File: src/rtl/dm_access_ctrl.sv
// dm_access_ctrl: sequences one load/store at a time between the MEM stage and a
// variable-latency word-wide data RAM.
//
// Ports:
//   clk, reset            rising-edge clock, asynchronous active-high reset
//   req_valid/ctrl/addr/wdata  request from MEM stage (sampled only in idle)
//   req_ready, stall      handshake / pipeline freeze
//   rsp_valid/rdata/err   one-cycle completion pulse, extended load data, error flag
//   mem_en/we/addr/wdata  memory strobe, byte enables, word address, lane-replicated data
//   mem_rdy, mem_rdata    memory completion and read word
//
// ctrl codes: 0 LW, 1 LB, 2 LBU, 3 LH, 4 LHU, 5 SW, 6 SB, 7 SH, 8..15 invalid.
module dm_access_ctrl #(
    parameter int unsigned TIMEOUT = 16
) (
    input  logic        clk,
    input  logic        reset,
    input  logic        req_valid,
    input  logic [3:0]  req_ctrl,
    input  logic [31:0] req_addr,
    input  logic [31:0] req_wdata,
    output logic        req_ready,
    output logic        stall,
    output logic        rsp_valid,
    output logic [31:0] rsp_rdata,
    output logic        rsp_err,
    output logic        mem_en,
    output logic [3:0]  mem_we,
    output logic [31:0] mem_addr,
    output logic [31:0] mem_wdata,
    input  logic        mem_rdy,
    input  logic [31:0] mem_rdata
);

    localparam int unsigned CW = $clog2(TIMEOUT);
    localparam logic [CW-1:0] CntLast = CW'(TIMEOUT - 1);

    typedef enum logic [1:0] {StIdle, StAccess, StResp, StErr} state_t;

    state_t         state;
    logic [3:0]     ctrl_q;
    logic [31:0]    addr_q;
    logic [31:0]    wdata_q;
    logic [CW-1:0]  cnt_q;
    logic [31:0]    rdata_q;

    logic           fault;
    logic [7:0]     rbyte;
    logic [15:0]    rhalf;
    logic [31:0]    ld_data;

    // Alignment / code check on the live request, evaluated in the acceptance cycle.
    always_comb begin
        fault = 1'b0;
        unique case (req_ctrl)
            4'd0, 4'd5:       fault = |req_addr[1:0];
            4'd3, 4'd4, 4'd7: fault = req_addr[0];
            4'd1, 4'd2, 4'd6: fault = 1'b0;
            default:          fault = 1'b1;
        endcase
    end

    // Lane select and extension of the returned word.
    always_comb begin
        rbyte = 8'h00;
        case (addr_q[1:0])
            2'd0: rbyte = mem_rdata[7:0];
            2'd1: rbyte = mem_rdata[15:8];
            2'd2: rbyte = mem_rdata[23:16];
            default: rbyte = mem_rdata[31:24];
        endcase
        rhalf = addr_q[1] ? mem_rdata[31:16] : mem_rdata[15:0];
        ld_data = 32'h0;
        case (ctrl_q)
            4'd0: ld_data = mem_rdata;
            4'd1: ld_data = {{24{rbyte[7]}}, rbyte};
            4'd2: ld_data = {24'h0, rbyte};
            4'd3: ld_data = {{16{rhalf[15]}}, rhalf};
            4'd4: ld_data = {16'h0, rhalf};
            default: ld_data = 32'h0;  // stores report zero data
        endcase
    end

    always_ff @(posedge clk or posedge reset) begin
        if (reset) begin
            state   <= StIdle;
            ctrl_q  <= 4'h0;
            addr_q  <= 32'h0;
            wdata_q <= 32'h0;
            cnt_q   <= '0;
            rdata_q <= 32'h0;
        end else begin
            case (state)
                StIdle: begin
                    if (req_valid) begin
                        ctrl_q  <= req_ctrl;
                        addr_q  <= req_addr;
                        wdata_q <= req_wdata;
                        cnt_q   <= '0;
                        if (fault) begin
                            rdata_q <= 32'h0;
                            state   <= StErr;
                        end else begin
                            state   <= StAccess;
                        end
                    end
                end
                StAccess: begin
                    // A ready on the last allowed cycle still completes normally.
                    if (mem_rdy) begin
                        rdata_q <= ld_data;
                        state   <= StResp;
                    end else if (cnt_q == CntLast) begin
                        rdata_q <= 32'h0;
                        state   <= StErr;
                    end else begin
                        cnt_q <= cnt_q + CW'(1);
                    end
                end
                StResp:  state <= StIdle;
                default: state <= StIdle;
            endcase
        end
    end

    // Outputs decode the registered state, so the async reset clears them at once.
    always_comb begin
        mem_we    = 4'b0000;
        mem_wdata = 32'h0;
        if (state == StAccess) begin
            case (ctrl_q)
                4'd5: begin
                    mem_we    = 4'b1111;
                    mem_wdata = wdata_q;
                end
                4'd6: begin
                    mem_we    = 4'b0001 << addr_q[1:0];
                    mem_wdata = {4{wdata_q[7:0]}};
                end
                4'd7: begin
                    mem_we    = addr_q[1] ? 4'b1100 : 4'b0011;
                    mem_wdata = {2{wdata_q[15:0]}};
                end
                default: begin
                    mem_we    = 4'b0000;
                    mem_wdata = 32'h0;
                end
            endcase
        end
    end

    assign req_ready = (state == StIdle);
    assign stall     = (state == StAccess) || ((state == StIdle) && req_valid);
    assign mem_en    = (state == StAccess);
    assign mem_addr  = {addr_q[31:2], 2'b00};
    assign rsp_valid = (state == StResp) || (state == StErr);
    assign rsp_err   = (state == StErr);
    assign rsp_rdata = rdata_q;

endmodule

File: config.mk
export PLATFORM = sky130hd
export DESIGN_NAME = dm_access_ctrl
export DESIGN_NICKNAME = d
export VERILOG_FILES = /design/src/rtl/dm_access_ctrl.sv
export SDC_FILE = /design/constraint.sdc
export NUM_CORES = 1
export LEC_CHECK = 0
export CORE_MARGIN = 4
export CORE_UTILIZATION = 40
export CTS_BUF_LIST = sky130_fd_sc_hd__clkbuf_8
export CTS_CLUSTER_DIAMETER = 100
export DETAILED_ROUTE_END_ITERATION = 6
export GPL_ROUTABILITY_DRIVEN = 0
export PLACE_DENSITY = 0.87
export SLEW_MARGIN = 20
export SYNTH_ARGS = -nofsm -noshare
export SYNTH_HDL_FRONTEND = slang
export SYNTH_SLANG_ARGS = --single-unit
File: constraint.sdc
create_clock -name clk -period 3.4 [get_ports clk]
set_input_delay 0.51 -clock clk [delete_from_list [all_inputs] [get_ports clk]]
set_output_delay 0.51 -clock clk [all_outputs]
set_load 0.005 [all_outputs]
==> impl_metrics.json, run 1 <==
{
  "remaining_drc_errors": 0,
  "vias": 4391,
  "die_area_mm2": 0.01531,
  "cts.htree.levels": 3,
  "avgViaCountPerCell": 5.587,
  "stdcell_count": 786,
  "cts_tree": "built",
  "synth_edf_count": 0,
  "hold_class": "reg -> reg",
  "clock-sinks": 106,
  "p_per_area_mw_per_mm2": 751.9,
  "grt_pass1_vias": 4666,
  "synth_area_mm2": 0.005358,
  "synth_cells": 441,
  "drive_gt1_frac": 0.1934,
  "clk_latency_ps": 380,
  "coreArea_mm2": 0.01319,
  "async_reset_ff_frac": 1.000,
  "end_kind": "primary output",
  "grt_max_degree": 62,
  "cp-start-kind": "register",
  "rows": 42,
  "synth_cell_types": 49,
  "setup-tns-final_ps": 0,
  "maxCapViolCount": 0,
  "wl_met2_um": 8111,
  "diodes": 0,
  "critPathRequiredTime_ps": 2890,
  "ios": 209,
  "post-route-min-period_ps": 3197,
  "die_x_um": 123.7,
  "dp_hpwl_um": 11950,
  "wl_met3_um": 1339,
  "hold_viol": 0,
  "antenna_found_initial": 0,
  "critPathKind": "reg -> out",
  "clk_pin_slew_worst_paths_ps": 100,
  "root_buffer": "clkbuf_8",
  "port_buffers": 206,
  "grt.total_usage": 0.2089,
  "routed.top_layer": "met4",
  "max_freq_ghz": 0.3128,
  "initial_core_util": 0.4062,
  "clock-skew-final_ps": 12.26,
  "syn_avg_cell_area_um2": 12.15,
  "mostFrequentLayoutCell": "clkdlybuf4s50_1",
  "layout_common_cells": "206 x clkdlybuf4s50_1, 106 x dfrtp_1, 69 x mux2_2",
  "dr.pass1.iters": 5,
  "leakagePower_nw": 3.044,
  "final-setup-viol-count": 0,
  "dp_cells": 770,
  "syn2layout_area_growth_pct": 41.03,
  "tightest_slew_ps": 814.0,
  "die_y_um": 123.7,
  "cts_made_buffers": 9,
  "rsz0062_at_grt": "false",
  "ys_ff_latch": 106,
  "synth_top_flop_cell": "dfrtp_1",
  "seq_area_frac_synth": 0.4951,
  "ant_nets": 0,
  "grt_pass1_wl_um": 24650,
  "yosys_warnings": 0,
  "postCtsSetupRepairBufs": 0,
  "wl_per_cell_um": 20.10,
  "route.layer.met1.wl_um": 5745,
  "status": "complete, no violations",
  "clockBufferDepth": 2,
  "drv_slew": 0,
  "relSlewSlack": 0.4573,
  "drt-total-wl_um": 15800,
  "cp_max_fo": 11,
  "arrival_ps": 2690,
  "num-nets-final": 710,
  "irDropWorstVdd_mv": 0.4628,
  "grt-ovfl-total": 0,
  "drtIter0Drc": 452,
  "fin_crit_sh": 0.9402
}
power by group:
group | leakage [nW] | internal (mW) | total (mW) | switching [mW]
Clock | 0.106 | 0.385 | 0.832 | 0.447
Sequential | 1.32 | 1.78 | 2.28 | 0.499
Combinational | 1.62 | 1.56 | 2.57 | 1.01
worst max-delay path: stages (launching register included):
cell,delay [ps]
dfrtp_1,490
nand2b_4,220
or2_2,410
nor2_1,330
buf_4,210
a22o_1,140
clkdlybuf4s50_1,500
flip-flops by register name (all words and copies together), names as in the netlist:
signal / flops
addr_q: 32
cnt_q: 4
ctrl_q: 4
rsp_rdata: 32
state: 2
wdata_q: 32
routing by layer:
layer	GRT usage	vias to the layer above
met3	0.05813	40
met2	0.3501	214
met1	0.2469	2208
met5	0	-
li1	-	1929
met4	0.1017	0
cells by family (layout without fill, tap and decap cells):
family                     after synthesis  after routing  share of synthesized area
xor gates and xnor gates                 1              1                   0.001635
DFF                                    106            106                     0.4951
muxes                                   78             78                     0.1829
adders and majority gates                1              1                   0.002335
buffers and inverters                   67            235                    0.07963
AOI/OAI and AO/OA                      104            104                     0.1530
and+or+nand+nor                         83             83                    0.08477
other                                    1              2                  0.0006999
cell usage after synthesis (all sizes together) (5+ instances only):
library cell | instances | share of area
a22oi | 16 | 0.022
nor2 | 41 | 0.029
o21ai | 5 | 0.0047
a221o | 15 | 0.028
nand2b | 6 | 0.0084
a22o | 8 | 0.013
buf | 54 | 0.071
mux2 | 69 | 0.15
and2 | 11 | 0.013
dfrtp | 106 | 0.50
o2bb2ai | 16 | 0.026
mux4 | 9 | 0.038
a21o | 7 | 0.0098
a222oi | 8 | 0.015
clkbuf | 9 | 0.0063
a21oi | 24 | 0.022
repair_timing:
item / in CTS / in global routing
setup endpoints to repair: 0 / 1
resized for setup: 0 / 2
hold buffers: 0 / 0
final cells by class:
type                       count  area [um^2]
clock buffer                  11        151.4
fill                        1075         5634
timing repair buffer         215         2155
inverter                       4        17.52
tap                          176        220.2
sequential                   106         2653
multi-input combinational    269         2300
clock inverter                 5        60.06
metrics by stage:
step	area, um^2	power, mW	hold slack (ps)	worst slack, ps	utilization
after global placement	7340	4.735	479.4	709.1	0.5564
after floorplan	5361	3.893	479.4	101.1	-
after CTS	7551	5.714	507.4	212.6	0.5725
after detailed placement	7340	4.870	473.6	647.3	0.5564
after global routing	7556	6.055	525.4	10.27	0.5729
final	7556	5.682	501.7	203.2	0.5729
final timing paths:
path                       depth (start not counted)  slack, ps                      start                         to
max                                                6        200       state[1]$_DFFE_PP0P_              mem_wdata[22]
min                                                1        500  rsp_rdata[18]$_DFFE_PP0P_  rsp_rdata[18]$_DFFE_PP0P_
max reg2reg                                        5       1130      addr_q[1]$_DFFE_PP0P_   rsp_rdata[9]$_DFFE_PP0P_
min reg2reg                                        1        500  rsp_rdata[18]$_DFFE_PP0P_  rsp_rdata[18]$_DFFE_PP0P_
max in group asynchronous                          3       2110                      reset  rsp_rdata[15]$_DFFE_PP0P_
min in group asynchronous                          2        540                      reset     addr_q[14]$_DFFE_PP0P_
(Power assumes the default switching activity.)
==> run 2, diff against run 1 <==
ABC_CLOCK_PERIOD_IN_PS = 3400   (was not set)
CTS_CLUSTER_DIAMETER = 150   (was 100)
==> results of run 2 <==
No change in the layout: final DEF, timing and power equal those of run 1.
